===== src/rtl/note_key_tx_pkg.sv =====
// Shared keyboard keymap: note index <-> ASCII key code, plus the release/invalid codes.
// The LED decoder imports this same package so both directions of the mapping stay in step.
package note_key_tx_pkg;

    localparam logic [7:0] KEY_C       = 8'h7A; // z
    localparam logic [7:0] KEY_CS      = 8'h73; // s
    localparam logic [7:0] KEY_D       = 8'h78; // x
    localparam logic [7:0] KEY_DS      = 8'h64; // d
    localparam logic [7:0] KEY_E       = 8'h63; // c
    localparam logic [7:0] KEY_F       = 8'h76; // v
    localparam logic [7:0] KEY_FS      = 8'h67; // g
    localparam logic [7:0] KEY_G       = 8'h62; // b
    localparam logic [7:0] KEY_GS      = 8'h68; // h
    localparam logic [7:0] KEY_A       = 8'h6E; // n
    localparam logic [7:0] KEY_AS      = 8'h6A; // j
    localparam logic [7:0] KEY_B       = 8'h6D; // m
    localparam logic [7:0] KEY_RELEASE = 8'h20;
    localparam logic [7:0] KEY_INVALID = 8'h3F;

    typedef enum logic [1:0] {StIdle, StStart, StData, StStop} uart_state_e;

    // Anything that is neither empty nor a single note maps to '?'.
    function automatic logic [7:0] encodeNote(input logic [11:0] note);
        logic [7:0] code;
        case (note)
            12'h000: code = KEY_RELEASE;
            12'h001: code = KEY_C;
            12'h002: code = KEY_CS;
            12'h004: code = KEY_D;
            12'h008: code = KEY_DS;
            12'h010: code = KEY_E;
            12'h020: code = KEY_F;
            12'h040: code = KEY_FS;
            12'h080: code = KEY_G;
            12'h100: code = KEY_GS;
            12'h200: code = KEY_A;
            12'h400: code = KEY_AS;
            12'h800: code = KEY_B;
            default: code = KEY_INVALID;
        endcase
        return code;
    endfunction

endpackage


===== src/rtl/uart_tx_8n1.sv =====
// UART 8N1 serialiser: a start strobe in IDLE launches one frame of the byte on data.
// data must stay stable for the whole frame; the caller owns the byte latch.
module uart_tx_8n1
    import note_key_tx_pkg::*;
#(
    parameter int unsigned ClksPerBit = 868
) (
    input  logic       clk,
    input  logic       rst,
    input  logic       start,
    input  logic [7:0] data,
    output logic       tx,
    output logic       busy
);

    localparam int unsigned CntW = (ClksPerBit > 2) ? $clog2(ClksPerBit) : 1;
    localparam logic [CntW-1:0] CntLast = CntW'(ClksPerBit - 1);

    uart_state_e     state;
    logic [CntW-1:0] bitCnt;
    logic [2:0]      bitIdx;
    logic [2:0]      nextIdx;

    assign nextIdx = bitIdx + 3'd1;

    always_ff @(posedge clk) begin
        if (rst) begin
            state  <= StIdle;
            tx     <= 1'b1;
            busy   <= 1'b0;
            bitCnt <= '0;
            bitIdx <= '0;
        end else begin
            case (state)
                StIdle: begin
                    tx     <= 1'b1;
                    bitCnt <= '0;
                    bitIdx <= '0;
                    if (start) begin
                        state <= StStart;
                        tx    <= 1'b0;
                        busy  <= 1'b1;
                    end
                end
                StStart: begin
                    if (bitCnt == CntLast) begin
                        bitCnt <= '0;
                        bitIdx <= '0;
                        state  <= StData;
                        tx     <= data[0];
                    end else begin
                        bitCnt <= bitCnt + 1'b1;
                    end
                end
                StData: begin
                    if (bitCnt == CntLast) begin
                        bitCnt <= '0;
                        // Index wraps 7 -> 0 as the frame moves into the stop bit.
                        bitIdx <= nextIdx;
                        if (bitIdx == 3'd7) begin
                            state <= StStop;
                            tx    <= 1'b1;
                        end else begin
                            tx <= data[nextIdx];
                        end
                    end else begin
                        bitCnt <= bitCnt + 1'b1;
                    end
                end
                StStop: begin
                    tx <= 1'b1;
                    if (bitCnt == CntLast) begin
                        bitCnt <= '0;
                        state  <= StIdle;
                        busy   <= 1'b0;
                    end else begin
                        bitCnt <= bitCnt + 1'b1;
                    end
                end
                default: begin
                    state <= StIdle;
                    tx    <= 1'b1;
                    busy  <= 1'b0;
                end
            endcase
        end
    end

endmodule


===== src/rtl/note_key_tx.sv =====
// Encodes a one-hot note mask to its ASCII key and sends it as one UART 8N1 frame.
// Accepts a note only while idle; no queueing.
module note_key_tx
    import note_key_tx_pkg::*;
#(
    parameter int unsigned CLKS_PER_BIT = 868
) (
    input  logic        clk,
    input  logic        rst,
    input  logic [11:0] inNote,
    input  logic        inValid,
    output logic        outReady,
    output logic        outTx,
    output logic        outBusy
);

    logic       busy;
    logic       accept;
    logic [7:0] byteQ;

    assign accept   = inValid && !busy;
    assign outReady = !busy;
    assign outBusy  = busy;

    // Byte is frozen at accept so mid-frame note changes cannot leak into the line.
    always_ff @(posedge clk) begin
        if (rst) begin
            byteQ <= '0;
        end else if (accept) begin
            byteQ <= encodeNote(inNote);
        end
    end

    uart_tx_8n1 #(
        .ClksPerBit(CLKS_PER_BIT)
    ) uTx (
        .clk  (clk),
        .rst  (rst),
        .start(accept),
        .data (byteQ),
        .tx   (outTx),
        .busy (busy)
    );

endmodule

===== config.mk =====
export PLATFORM = sky130hd
export DESIGN_NAME = note_key_tx
export DESIGN_NICKNAME = d
export VERILOG_FILES = /design/src/rtl/note_key_tx_pkg.sv /design/src/rtl/uart_tx_8n1.sv /design/src/rtl/note_key_tx.sv
export SDC_FILE = /design/constraint.sdc
export NUM_CORES = 1
export LEC_CHECK = 0
export CAP_MARGIN = 20
export CORE_MARGIN = 2
export CORE_UTILIZATION = 60
export CTS_BUF_LIST = sky130_fd_sc_hd__clkbuf_8
export DETAILED_ROUTE_END_ITERATION = 7
export GPL_ROUTABILITY_DRIVEN = 1
export PLACE_DENSITY = 0.84
export SETUP_SLACK_MARGIN = 0.4
export SYNTH_ARGS = -nofsm -noshare
export SYNTH_HDL_FRONTEND = slang
export SYNTH_SLANG_ARGS = --single-unit

===== constraint.sdc =====
create_clock -name clk -period 4.19 [get_ports clk]
set_clock_uncertainty 0.05 [all_clocks]
set_input_delay 1.257 -clock clk [delete_from_list [all_inputs] [get_ports clk]]
set_output_delay 1.257 -clock clk [all_outputs]
set_load 0.05 [all_outputs]

==> reports/metrics.csv, run 1 <==
metric,value,unit
run status,"complete, no violations",
Ys Warns,0,
FF/Latch Area,480.5,um^2
number of global-route vias before repair,1380,
n_diodes,0,
Root Buffer,clkbuf_8,
Critical Path RT,4.24,ns
Initial Util,0.6406,
row cnt,18,
"Max FO, Critical Path",9,
Max VDD drop,0.0003732,V
"Hold Vio Cnt, Final",0,
Clock Sinks,24,
pin count of the biggest net entering global routing,17,
setup_tns,0,ns
Pwr Density,383.3,nW/um^2
die area,3099,um^2
Post-synth EDFFs,0,
fin nets,228,
setup ws final,0.9476,ns
CTS HTree Levels,1,
core area,2500,um^2
Clock transition at path regs,0.08,ns
Port Buffers,17,
CP Data Arrival Time,3.29,ns
Synth cell types,46,
top-area cell type share of the netlist area,0.3000,
met3 WL,156,um
post-CTS sizing,0,
worst skew pair latency,0.26,ns
most common cell in the netlist,nor2_1,
DP HPWL,2545,um
Post-Synthesis Cell Area,1602,um^2
syn_area_per_cell,8.130,um^2
DR WL/cell,14.27,um
final core utilization,0.7202,
Clock Path Buffers,2,
Most used DFF post-synth,dfxtp_1,
Post-CTS Setup Repair Bufs,0,
top sig layer,met4,
Setup CP Type,in2reg,
ys async rst share,0,
die width,55.67,um
DRC viols,0,
grt ovf,0,
syn_nets,219,
Area contributors post-synth,"dfxtp_1 (30%), nor2_1 (7.3%), xnor2_1 (6.0%)",
leakage power,0.6152,nW
Synth Instances,197,
CP endpoint kind,register,
final wirelength,3353,um
hold crit path type,reg2reg,
Die H,55.67,um
Synth area leader,dfxtp_1,
"Hold-fix buffers, CTS",0,
area delta synth->final,12.42,%
filler instances,194,
Max Cap Violations,0,
Tcrit/Tclk final,0.7738,
drt pass-1 iters,5,
routed vias,1466,
worst slack at placement,0.6803,ns
Iteration-0 DRC Markers,78,
number of synthesized register bits,24,
metal1 wirelength,1448,um
Max Clk Rate,308.4,MHz
Placed Area,1745,um^2
global-route wire length before repair,5595,um
met2 wire length,1656,um
Final Max Tran Viols,0,
initial antenna violation count,0,
final instance area,1800,um^2
final setup violation count,0,
minimum clock period,3.242,ns
remaining antenna violation count,0,
TritonCTS buffer count,3,
RSZ-0062 raised after global routing,false,
register area share after synthesis,0.3000,
area of the multi-input gates,1031,um^2
Slew HR,0.4850,
gpl congestion,0.9023,
share of layout cells above drive strength 1,0.06341,
IO Count,18,
GRT Total Usage,0.2209,
"top cells by count, synth","nor2_1 (31), dfxtp_1 (24), o21ai_0 (11), xnor2_1 (11), nand2_1 (10)",
worst slew pin tran,0.7709,ns
Vias/cell,6.238,
TritonCTS clock tree,yes,
CP startpoint kind,primary input,
registers in the layout, indices dropped and copies added (netlist names):
signal	count
uTx.state	2
uTx.bitIdx	3
uTx.tx	1
byteQ	7
uTx.busy	1
uTx.bitCnt	10
routing by layer:
layer | up-vias | global-route usage
met2 | 53 | 0.3895
met1 | 670 | 0.2478
met5 | - | 0
met3 | 10 | 0.03721
met4 | 0 | 0.1289
li1 | 733 | -
placed cells by master, fill, tap and decap left out, types with 2 or more instances in the layout:
cell,n
nor4b_1,3
a22oi_1,2
o211ai_1,2
and3_1,3
clkbuf_8,4
nor4_1,6
nand2b_1,2
or4_1,4
or2_2,2
nor3_1,4
dfxtp_1,24
a211oi_1,2
mux2_2,2
xnor2_1,11
a21oi_1,8
nand2_1,10
nand4b_1,3
xor2_1,6
nand3_1,7
nor2_1,31
ha_1,7
a31oi_1,2
clkdlybuf4s50_1,17
o21bai_1,3
a311oi_1,5
inv_1,7
o21ai_0,11
path summary, 6_finish.rpt:
kind | startpoint | end | slack (ns) | cells after the start
worst max register to register | uTx.bitCnt[0] | uTx.bitIdx[0] | 2.17 | 6
worst min register to register | uTx.bitCnt[0] | uTx.bitCnt[0] | 0.41 | 1
worst max-delay path | inNote[9] | byteQ[2] | 0.95 | 6
worst min-delay path | uTx.bitCnt[0] | uTx.bitCnt[0] | 0.41 | 1
power by group:
group / internal, mW / total (mW) / switching [mW]
Combinational: 0.105 / 0.260 / 0.155
Sequential: 0.256 / 0.276 / 0.0199
Clock: 0.0837 / 0.155 / 0.0708
Total: 0.444 / 0.690 / 0.246
area by class of cell:
type,instances,share of cell area
Clock buffer,4,0.03058
Tap cell,30,0.02085
Multi-Input combinational cell,153,0.5726
Timing Repair Buffer,17,0.09451
Inverter,7,0.01459
Sequential cell,24,0.2669
cell families after synthesis:
logic type,synth area share
simple gates,0.2774
compound gates,0.1844
flops,0.3000
buf+inv,0.05625
xor+xnor,0.09297
fa+ha+maj,0.06094
mux,0.02812
through the flow:
| step | power, mW | hold slack (ns) | cells |
|---|---|---|---|
| after floorplan | 0.4721 | 0.3675 | 197 |
| after global placement | 0.5278 | 0.3797 | 231 |
| after detailed placement | 0.5357 | 0.3994 | 231 |
| after CTS | 0.6895 | 0.4152 | 235 |
| after global routing | 0.7326 | 0.4508 | 235 |
| final | 0.6901 | 0.4104 | 235 |
critical path, cell delays in order:
cell and delay (ns):
clkdlybuf4s50_1 0.57, nor4_1 0.61, nand2_1 0.15, a2111o_1 0.41, nand3_1 0.18, a311oi_1 0.12
Note: power is estimated with default switching activity, not from simulation.
==> run 2, diff against run 1 <==
--- a/config.mk
+++ b/config.mk
@@ -7,11 +7,11 @@
 export LEC_CHECK = 0
 export CAP_MARGIN = 20
 export CORE_MARGIN = 2
-export CORE_UTILIZATION = 60
+export CORE_UTILIZATION = 52
 export CTS_BUF_LIST = sky130_fd_sc_hd__clkbuf_8
 export DETAILED_ROUTE_END_ITERATION = 7
 export GPL_ROUTABILITY_DRIVEN = 1
-export PLACE_DENSITY = 0.84
+export PLACE_DENSITY = 0.78
 export SETUP_SLACK_MARGIN = 0.4
 export SYNTH_ARGS = -nofsm -noshare
 export SYNTH_HDL_FRONTEND = slang
==> constraint.sdc (replaced) <==
create_clock -name clk -period 2.84 [get_ports clk]
set_clock_uncertainty 0.05 [all_clocks]
set_input_delay 0.852 -clock clk [delete_from_list [all_inputs] [get_ports clk]]
set_output_delay 0.852 -clock clk [all_outputs]
set_load 0.05 [all_outputs]
==> run 2 against run 1 <==
Worst hold slack lost 0.0093 ns. Critical path depth is the same. Sequential share of layout area down 2.9 points. First-iteration DRC count rose by 24%.
==> reports/metrics.csv, run 2 (synthesis results as in run 1) <==
metric,value,unit,change
TritonCTS buffer count,3,,unchanged
DP HPWL,2776,um,+9.1%
die width,59.50,um,+6.9%
final wirelength,3684,um,+9.9%
Layout Cells excl Fill,255,,+8.5%
Inst Count DP,250,,+8.2%
FF/Latch Area,480.5,um^2,unchanged
CP startpoint kind,primary input,,
CP Data Arrival Time,2.52,ns,-0.77 ns
"Hold-fix buffers, CTS",0,,unchanged
final core utilization,0.6773,,-0.04291
die area,3540,um^2,+14%
worst skew pair latency,0.26,ns,about the same
Setup CP Type,in2reg,,
GRT Total Usage,0.2140,,-0.006872
Largest Register,uTx.bitCnt,,
pin count of the biggest net entering global routing,15,,-2
filler instances,240,,+24%
gpl congestion,0.9438,,+4.6%
Critical Path RT,2.97,ns,-1.27 ns
DRC viols,0,,unchanged
hold crit path type,reg2reg,,
"Max FO, Critical Path",9,,unchanged
remaining antenna violation count,0,,unchanged
core area,2978,um^2,+19%
Max Cap Violations,0,,unchanged
share of layout cells above drive strength 1,0.1757,,+0.1123
Port Buffers,17,,unchanged
most frequent cells in the layout,"nor2_1 (30), dfxtp_1 (24), buf_4 (16)",,
routed vias,1535,,+4.7%
fin nets,245,,+7.5%
Max VDD drop,0.0001982,V,-47%
setup_tns,0,ns,unchanged
final hold slack,0.4011,ns,-0.009296 ns
leakage power,0.7808,nW,+27%
Pwr Density,547.3,nW/um^2,+43%
RSZ-0062 raised after global routing,false,,
Placed Area,1869,um^2,+7.1%
Vias/cell,6.020,,-3.5%
row cnt,20,,+2
worst slack at placement,-0.02396,ns,-0.7043 ns
CTS HTree Levels,1,,unchanged
global-route wire length before repair,5851,um,+4.6%
Final Max Tran Viols,0,,unchanged
area of the multi-input gates,1087,um^2,+5.5%
grt ovf,0,,unchanged
"Hold Vio Cnt, Final",0,,unchanged
Tcrit/Tclk final,0.8420,,
worst slew pin tran,0.5003,ns,-0.2706 ns
Max Clk Rate,418.2,MHz,
Clock Sinks,24,,unchanged
final instance area,2017,um^2,+12%
TritonCTS clock tree,yes,,
run status,"complete, no violations",,
total design power,1.104,mW,+60%
Clock transition at path regs,0.08,ns,about the same
Iteration-0 DRC Markers,97,,+24%
max FFs per register,10,,unchanged
initial antenna violation count,0,,unchanged
n_diodes,0,,unchanged
registers with the most flip-flops,"uTx.bitCnt x10, byteQ x7, uTx.bitIdx x3",,
"commonest non-fill, non-tap cell in the layout",nor2_1,,
Die H,59.50,um,+6.9%
area delta synth->final,25.94,%,
minimum clock period,2.391,ns,
Root Buffer,clkbuf_8,,
Slew HR,0.6659,,+0.1809
CP endpoint kind,register,,
drt pass-1 iters,4,,-1
Clock Path Buffers,2,,unchanged
IO Count,18,,unchanged
final setup violation count,0,,unchanged
setup ws final,0.4487,ns,-0.4989 ns
DR WL/cell,14.45,um,+1.3%
number of global-route vias before repair,1438,,+4.2%
Initial Util,0.5378,,-0.1028
==> run 2: final cells by class <==
cell class / instances / area share
multi-input combinational: 153 / 0.5391
sequential: 24 / 0.2382
timing repair buffer: 34 / 0.1538
clock buffer: 3 / 0.02047
tap: 33 / 0.02047
clock inverter: 1 / 0.01489
inverter: 7 / 0.01303
==> run 2: what timing repair did <==
item,in CTS,in global routing
gates resized for setup,10,12
pin swaps,5,5
cloned,0,0
setup endpoints to repair,6,8
setup buffers,0,1
==> run 2: path summary, 6_finish.rpt <==
kind                      start             to  slack [ns]  cells past startpoint
setup / recovery      inNote[6]       byteQ[0]        0.45                      6
hold / removal    uTx.bitCnt[0]  uTx.bitCnt[0]        0.40                      1
setup reg to reg  uTx.bitCnt[0]  uTx.bitIdx[0]        0.83                      6
hold reg to reg   uTx.bitCnt[0]  uTx.bitCnt[0]        0.40                      1
==> run 2: power breakdown <==
group | switching, mW | internal (mW)
Sequential | 0.0290 | 0.377
Clock | 0.106 | 0.188
Combinational | 0.237 | 0.167
Total | 0.371 | 0.732
==> run 2: layer usage <==
layer	global-route usage	wire (um)	part of all wire	vias up
li1	-	-	-	770
met1	0.2399	1563	0.42	711
met2	0.3987	1903	0.52	45
met3	0.01528	121	0.033	9
met4	0.1111	95	0.026	0
met5	0	0	0	-
==> run 2: worst max-delay path: stages <==
cell and delay, ns:
clkdlybuf4s50_1 0.54, buf_4 0.20, xor2_1 0.14, o21ai_0 0.10, or4_1 0.42, a311oi_1 0.27
==> run 3, diff against run 2 <==
--- a/config.mk
+++ b/config.mk
@@ -7,11 +7,11 @@
 export LEC_CHECK = 0
 export CAP_MARGIN = 20
 export CORE_MARGIN = 2
-export CORE_UTILIZATION = 52
+export CORE_UTILIZATION = 58
 export CTS_BUF_LIST = sky130_fd_sc_hd__clkbuf_8
 export DETAILED_ROUTE_END_ITERATION = 7
 export GPL_ROUTABILITY_DRIVEN = 1
-export PLACE_DENSITY = 0.78
+export PLACE_DENSITY = 0.82
 export SETUP_SLACK_MARGIN = 0.4
 export SYNTH_ARGS = -nofsm -noshare
 export SYNTH_HDL_FRONTEND = slang
==> constraint.sdc (replaced) <==
create_clock -name clk -period 2.5 [get_ports clk]
set_clock_uncertainty 0.05 [all_clocks]
set_input_delay 0.75 -clock clk [delete_from_list [all_inputs] [get_ports clk]]
set_output_delay 0.75 -clock clk [all_outputs]
set_load 0.05 [all_outputs]
==> run 3 against run 2 <==
Global-route usage up 3.2 points. Non-clock buffer count up 15. Critical path type unchanged. Critical endpoint is now byteQ[1]. Combinational power increased by 18%.
==> reports/metrics.csv, run 3 (synthesis results as in run 1) <==
metric,value,unit,change
die area,3197,um^2,-9.7%
run status,"complete, no violations",,
global-route wire length before repair,6437,um,+10%
CP endpoint kind,register,,
GRT Total Usage,0.2456,,+0.03156
leakage power,0.8123,nW,+4.0%
die width,56.55,um,-5.0%
Iteration-0 DRC Markers,48,,-51%
pin count of the biggest net entering global routing,14,,-1
area delta synth->final,32.27,%,
switching portion of total power,0.3706,,+0.03412
setup_tns,0,ns,unchanged
max FFs per register,10,,unchanged
grt ovf,0,,unchanged
"Max FO, Critical Path",3,,-6
"Hold Vio Cnt, Final",0,,unchanged
Slew HR,0.6790,,+0.01303
Max Clk Rate,480.2,MHz,
Vias/cell,5.959,,-1.0%
Max Cap Violations,0,,unchanged
Combinational Power Share,0.412,,+0.046
Root Buffer,clkbuf_8,,
TritonCTS buffer count,3,,unchanged
RSZ-0062 raised after global routing,true,,
row cnt,19,,-5.0%
IO Count,18,,unchanged
core area,2686,um^2,-9.8%
hold crit path type,reg2reg,,
DR WL/cell,14.25,um,-1.4%
Clock transition at path regs,0.08,ns,about the same
worst skew pair latency,0.25,ns,about the same
DRC viols,0,,unchanged
CP startpoint kind,primary input,,
Largest Register,uTx.bitCnt,,
share of layout cells above drive strength 1,0.3093,,+0.1336
TritonCTS clock tree,yes,,
Tcrit/Tclk final,0.8329,,
initial antenna violation count,0,,unchanged
remaining antenna violation count,0,,unchanged
setup ws final,0.4177,ns,-0.03096 ns
final core utilization,0.7885,,+0.1112
Max VDD drop,0.0005562,V,+180%
worst slew pin tran,0.4835,ns,-0.01681 ns
fin nets,260,,+6.1%
clock share of power,0.187,,-0.079
registers with the most flip-flops,"uTx.bitCnt x10, byteQ x7, uTx.bitIdx x3",,
"Hold-fix buffers, CTS",0,,unchanged
Setup CP Type,in2reg,,
CP Data Arrival Time,2.21,ns,-0.31 ns
final hold slack,0.4344,ns,+0.03324 ns
worst slack at placement,-0.1882,ns,-0.1642 ns
Clock Path Buffers,2,,unchanged
most frequent cells in the layout,"nor2_1 (30), buf_4 (29), dfxtp_1 (24)",,
routed vias,1591,,+3.6%
gpl congestion,0.9062,,-4.0%
minimum clock period,2.082,ns,
Clock Sinks,24,,unchanged
Net Sw Power,0.4269,mW,+15%
"commonest non-fill, non-tap cell in the layout",nor2_1,,
final setup violation count,0,,unchanged
final wirelength,3804,um,+3.3%
Flop pwr share,0.401,,+0.033
internal power,0.7249,mW,-1.0%
n_diodes,0,,unchanged
number of global-route vias before repair,1536,,+6.8%
Critical Path RT,2.63,ns,-0.34 ns
Port Buffers,17,,unchanged
DP HPWL,2761,um,-0.53%
Die H,56.55,um,-5.0%
drt pass-1 iters,4,,unchanged
CTS HTree Levels,1,,unchanged
Pwr Density,543.7,nW/um^2,-0.66%
Initial Util,0.5962,,+0.05837
Final Max Tran Viols,0,,unchanged
run 3: cell count changes in the layout (fill, tap and decap cells not counted), sizes merged:
cell / before / now
clkdlybuf4s50: 6 / 2
bufinv: 1 / 0
buf: 17 / 41
dlymetal6s2s: 6 / 0
clkbuf: 3 / 6
dlygate4sd2: 5 / 3
run 3: critical path: stages:
cell,delay (ns)
buf_2,0.11
or4_4,0.54
buf_4,0.15
nor4_2,0.20
a32oi_1,0.10
and3_1,0.18
a211oi_2,0.17
run 3: layer usage:
layer	vias to the layer above	track usage	share of wire
met3	10	0.01152	0.029
met1	747	0.2791	0.41
met5	-	0	0
li1	796	-	-
met4	0	0.09524	0.025
met2	38	0.4718	0.54
run 3: layout make-up:
type | count | area [um^2]
sequential | 24 | 480.5
clock buffer | 3 | 41.29
multi-input combinational | 153 | 1155
tap | 31 | 38.79
inverter | 7 | 26.28
timing repair buffer | 49 | 376.6
fill | 187 | 568.0
run 3: path summary, 6_finish.rpt:
check | from | end | slack [ns] | depth (start not counted)
worst max-delay path | inNote[0] | byteQ[1] | 0.42 | 7
worst max register to register | uTx.bitCnt[0] | uTx.bitIdx[0] | 0.51 | 6
worst min register to register | uTx.bitIdx[1] | uTx.bitIdx[1] | 0.43 | 2
worst min-delay path | uTx.bitIdx[1] | uTx.bitIdx[1] | 0.43 | 2
run 3: power groups by stage:
stage	clock [mW]	sequential, mW	combinational [mW]
global route	0.230	0.468	0.522
global placement	0	0.466	0.444
CTS	0.216	0.461	0.458
finish	0.215	0.461	0.475
floorplan	0	0.496	0.306
detailed placement	0	0.470	0.463
run 3: stage by stage:
step / cells / cell area, um^2 / total power [mW]
floorplan: 197 / 1689 / 0.8028
global placement: 257 / 1969 / 0.9099
detailed placement: 257 / 1969 / 0.9332
CTS: 262 / 2047 / 1.135
global route: 267 / 2118 / 1.220
finish: 267 / 2118 / 1.152
run 3: what timing repair did:
action / 4_1_cts / 5_1_grt
setup buffers: 2 / 5
resized for setup: 47 / 27
endpoints found under the setup margin: 9 / 8
pin swaps: 12 / 11
==> variant (config.mk and constraints of run 3) <==
`CLKS_PER_BIT`: 868 -> 3472.
--- a/src/rtl/note_key_tx.sv
+++ b/src/rtl/note_key_tx.sv
@@ -4,5 +4,5 @@
     import note_key_tx_pkg::*;
 #(
-    parameter int unsigned CLKS_PER_BIT = 868
+    parameter int unsigned CLKS_PER_BIT = 3472
 ) (
     input  logic        clk,
Formal check against the unedited RTL: same outputs for any inputs over 10 cycles, from zero or initial values and one cycle with rst high; that may be too few to reach the edited logic, so the function may still have changed.
==> variant against run 3 <==
Area after synthesis increased by 6.3%. Hold slack worse by 0.035 ns. Routed wire length increased by 14%. Sequential cell count grew 2. Count of clock-buffer cells in the layout stayed put. Power up 8.3%. Design area up 1.0%. Critical path depth decreased by 1. Worst setup slack got worse by 0.025 ns. Synthesized cell count up 10%. Critical path type unchanged. Largest cell class unchanged. Largest power group unchanged.
==> variant: results (changes against run 3) <==
stage;metric;value;unit;change
place;place_ws;-0.2257;ns;-0.03746 ns
synth;synthTopCellsByArea;dfxtp_1, nor2_1, xor2_1, ha_1, o21ai_0;;
cells_and_area;signal_buffers;42;;-14%
critical_path;crit_fanout;2;;-1
min_path;hp-start;uTx.bitCnt[0];;
cells_and_area;reg.largest.list;uTx.bitCnt: 12 flops, byteQ: 7 flops, uTx.bitIdx: 3 flops;;
synth;synthAdderAreaFrac;5.731;%;-0.36 points
synth;syn_nets;239;;+9.1%
critical_path;cp-startpoint;inNote[9];;
power_and_ir_drop;ir_drop;737.9;µV;+33%
drt;first_iter_violations;75;;+56%
global_routing;grt_pass1_vias;1765;;+15%
cells_and_area;num-nonclk-inverters;8;;+1
cells_and_area;clock_area_share;1.930;%;-0.019 points
power_and_ir_drop;p_leak;0.8190;nW;+0.82%
synth;yosysSeqAreaShare;30.57;%;+0.57 points
cells_and_area;final_cell_area;2140;µm²;+1.0%
critical_path;reg2regPathDepth;5;;-1
place;place_inst;273;;+6.2%
min_path;min_path_cells;1;;-1
place;dpl_cell_area;2026;µm²;+2.9%
drt;avgViaCountPerCell;6.335;;+6.3%
critical_path;slowest_delay;0.51;ns;-0.03 ns
cells_and_area;nFillCells;202;;+8.0%
cells_and_area;seq_cells;26;;+8.3%
cells_and_area;nMultiInputCombCells;168;;+9.8%
timing;timing.hold.ws;0.3997;ns;-0.03467 ns
critical_path;cp_data_arrival_time;2.25;ns;+0.04 ns
critical_path;r2r-end;uTx.tx;;
cells_and_area;drive_gt1_share;21.05;%;-9.9 points
critical_path;cp-endpoint;byteQ[3];;
timing;tightest_slew;0.5690;ns;+0.08550 ns
synth;synth_area;1703;µm²;+6.3%
synth;syn_area_per_cell;7.847;µm²;-3.5%
global_routing;grt_pass1_wl;7272;µm;+13%
min_path;worstHoldEndpoint;uTx.bitCnt[0];;
outcome;status;finished, final reports clean;;
critical_path;slowest_stage;or4_1;;
clock_network;clk_pin_slew;0.09;ns;
synth;netlist_top_cells_count;nor2_1, dfxtp_1, o21ai_0;;
synth;synth_xor_area_share;9.258;%;-0.039 points
cells_and_area;nets;271;;+4.2%
synth;synth.distinct_cells;48;;+4.3%
global_routing;grt_usage;27.59;%;+3.0 points
clock_network;clkLatencyLatePin;0.27;ns;+0.02 ns
critical_path;crit_family;simple AND/OR/NAND/NOR gates;;
place;hpwl;3079;µm;+12%
cells_and_area;buffer_area_share;15.91;%;-1.9 points
cells_and_area;ff_latch_area;520.5;µm²;+8.3%
synth;synth_compound_area_share;18.37;%;-0.069 points
drt;routed_wl;4339;µm;+14%
cells_and_area;fin_cells;278;;+4.1%
timing;fmax;0.4745;GHz;-1.2%
critical_path;worstReg2RegStart;uTx.bitIdx[0];;
## variant: cell types whose count changed in the layout (fill, tap and decap cells not counted), sizes merged, moves of 3 or more
cell         delta
a311oi          -3
buf            -14
dlygate4sd2     +5
nand4b          -3
nor2b           +3
nor3            +8
nor4            -4
o21ai           +4
xnor2           -4
xor2            +5
## variant: report_power, final
part | switching (mW) | total [mW] | internal (mW)
combinational | 0.309 | 0.509 | 0.201
clock | 0.126 | 0.234 | 0.108
sequential | 0.0413 | 0.504 | 0.462
## variant: repair_timing
item                       CTS  global route
pin swaps                   14             8
buffers inserted             2             0
setup endpoints to repair    9             6
resized for setup           34            13
## variant: cell families after synthesis
group           after synthesis
fa+ha+maj                     8
mux                           3
buf+inv                      23
xor+xnor                     18
flops                        26
simple gates                 92
compound gates               47
## variant: routing by layer
metal / vias to the layer above / part of all wire, % / track usage [%]
met5: - / 0 / 0
met4: 0 / 3.9 / 16.94
met3: 24 / 4.2 / 4.241
met2: 60 / 52 / 52.11
met1: 831 / 39 / 28.00
li1: 846 / - / -
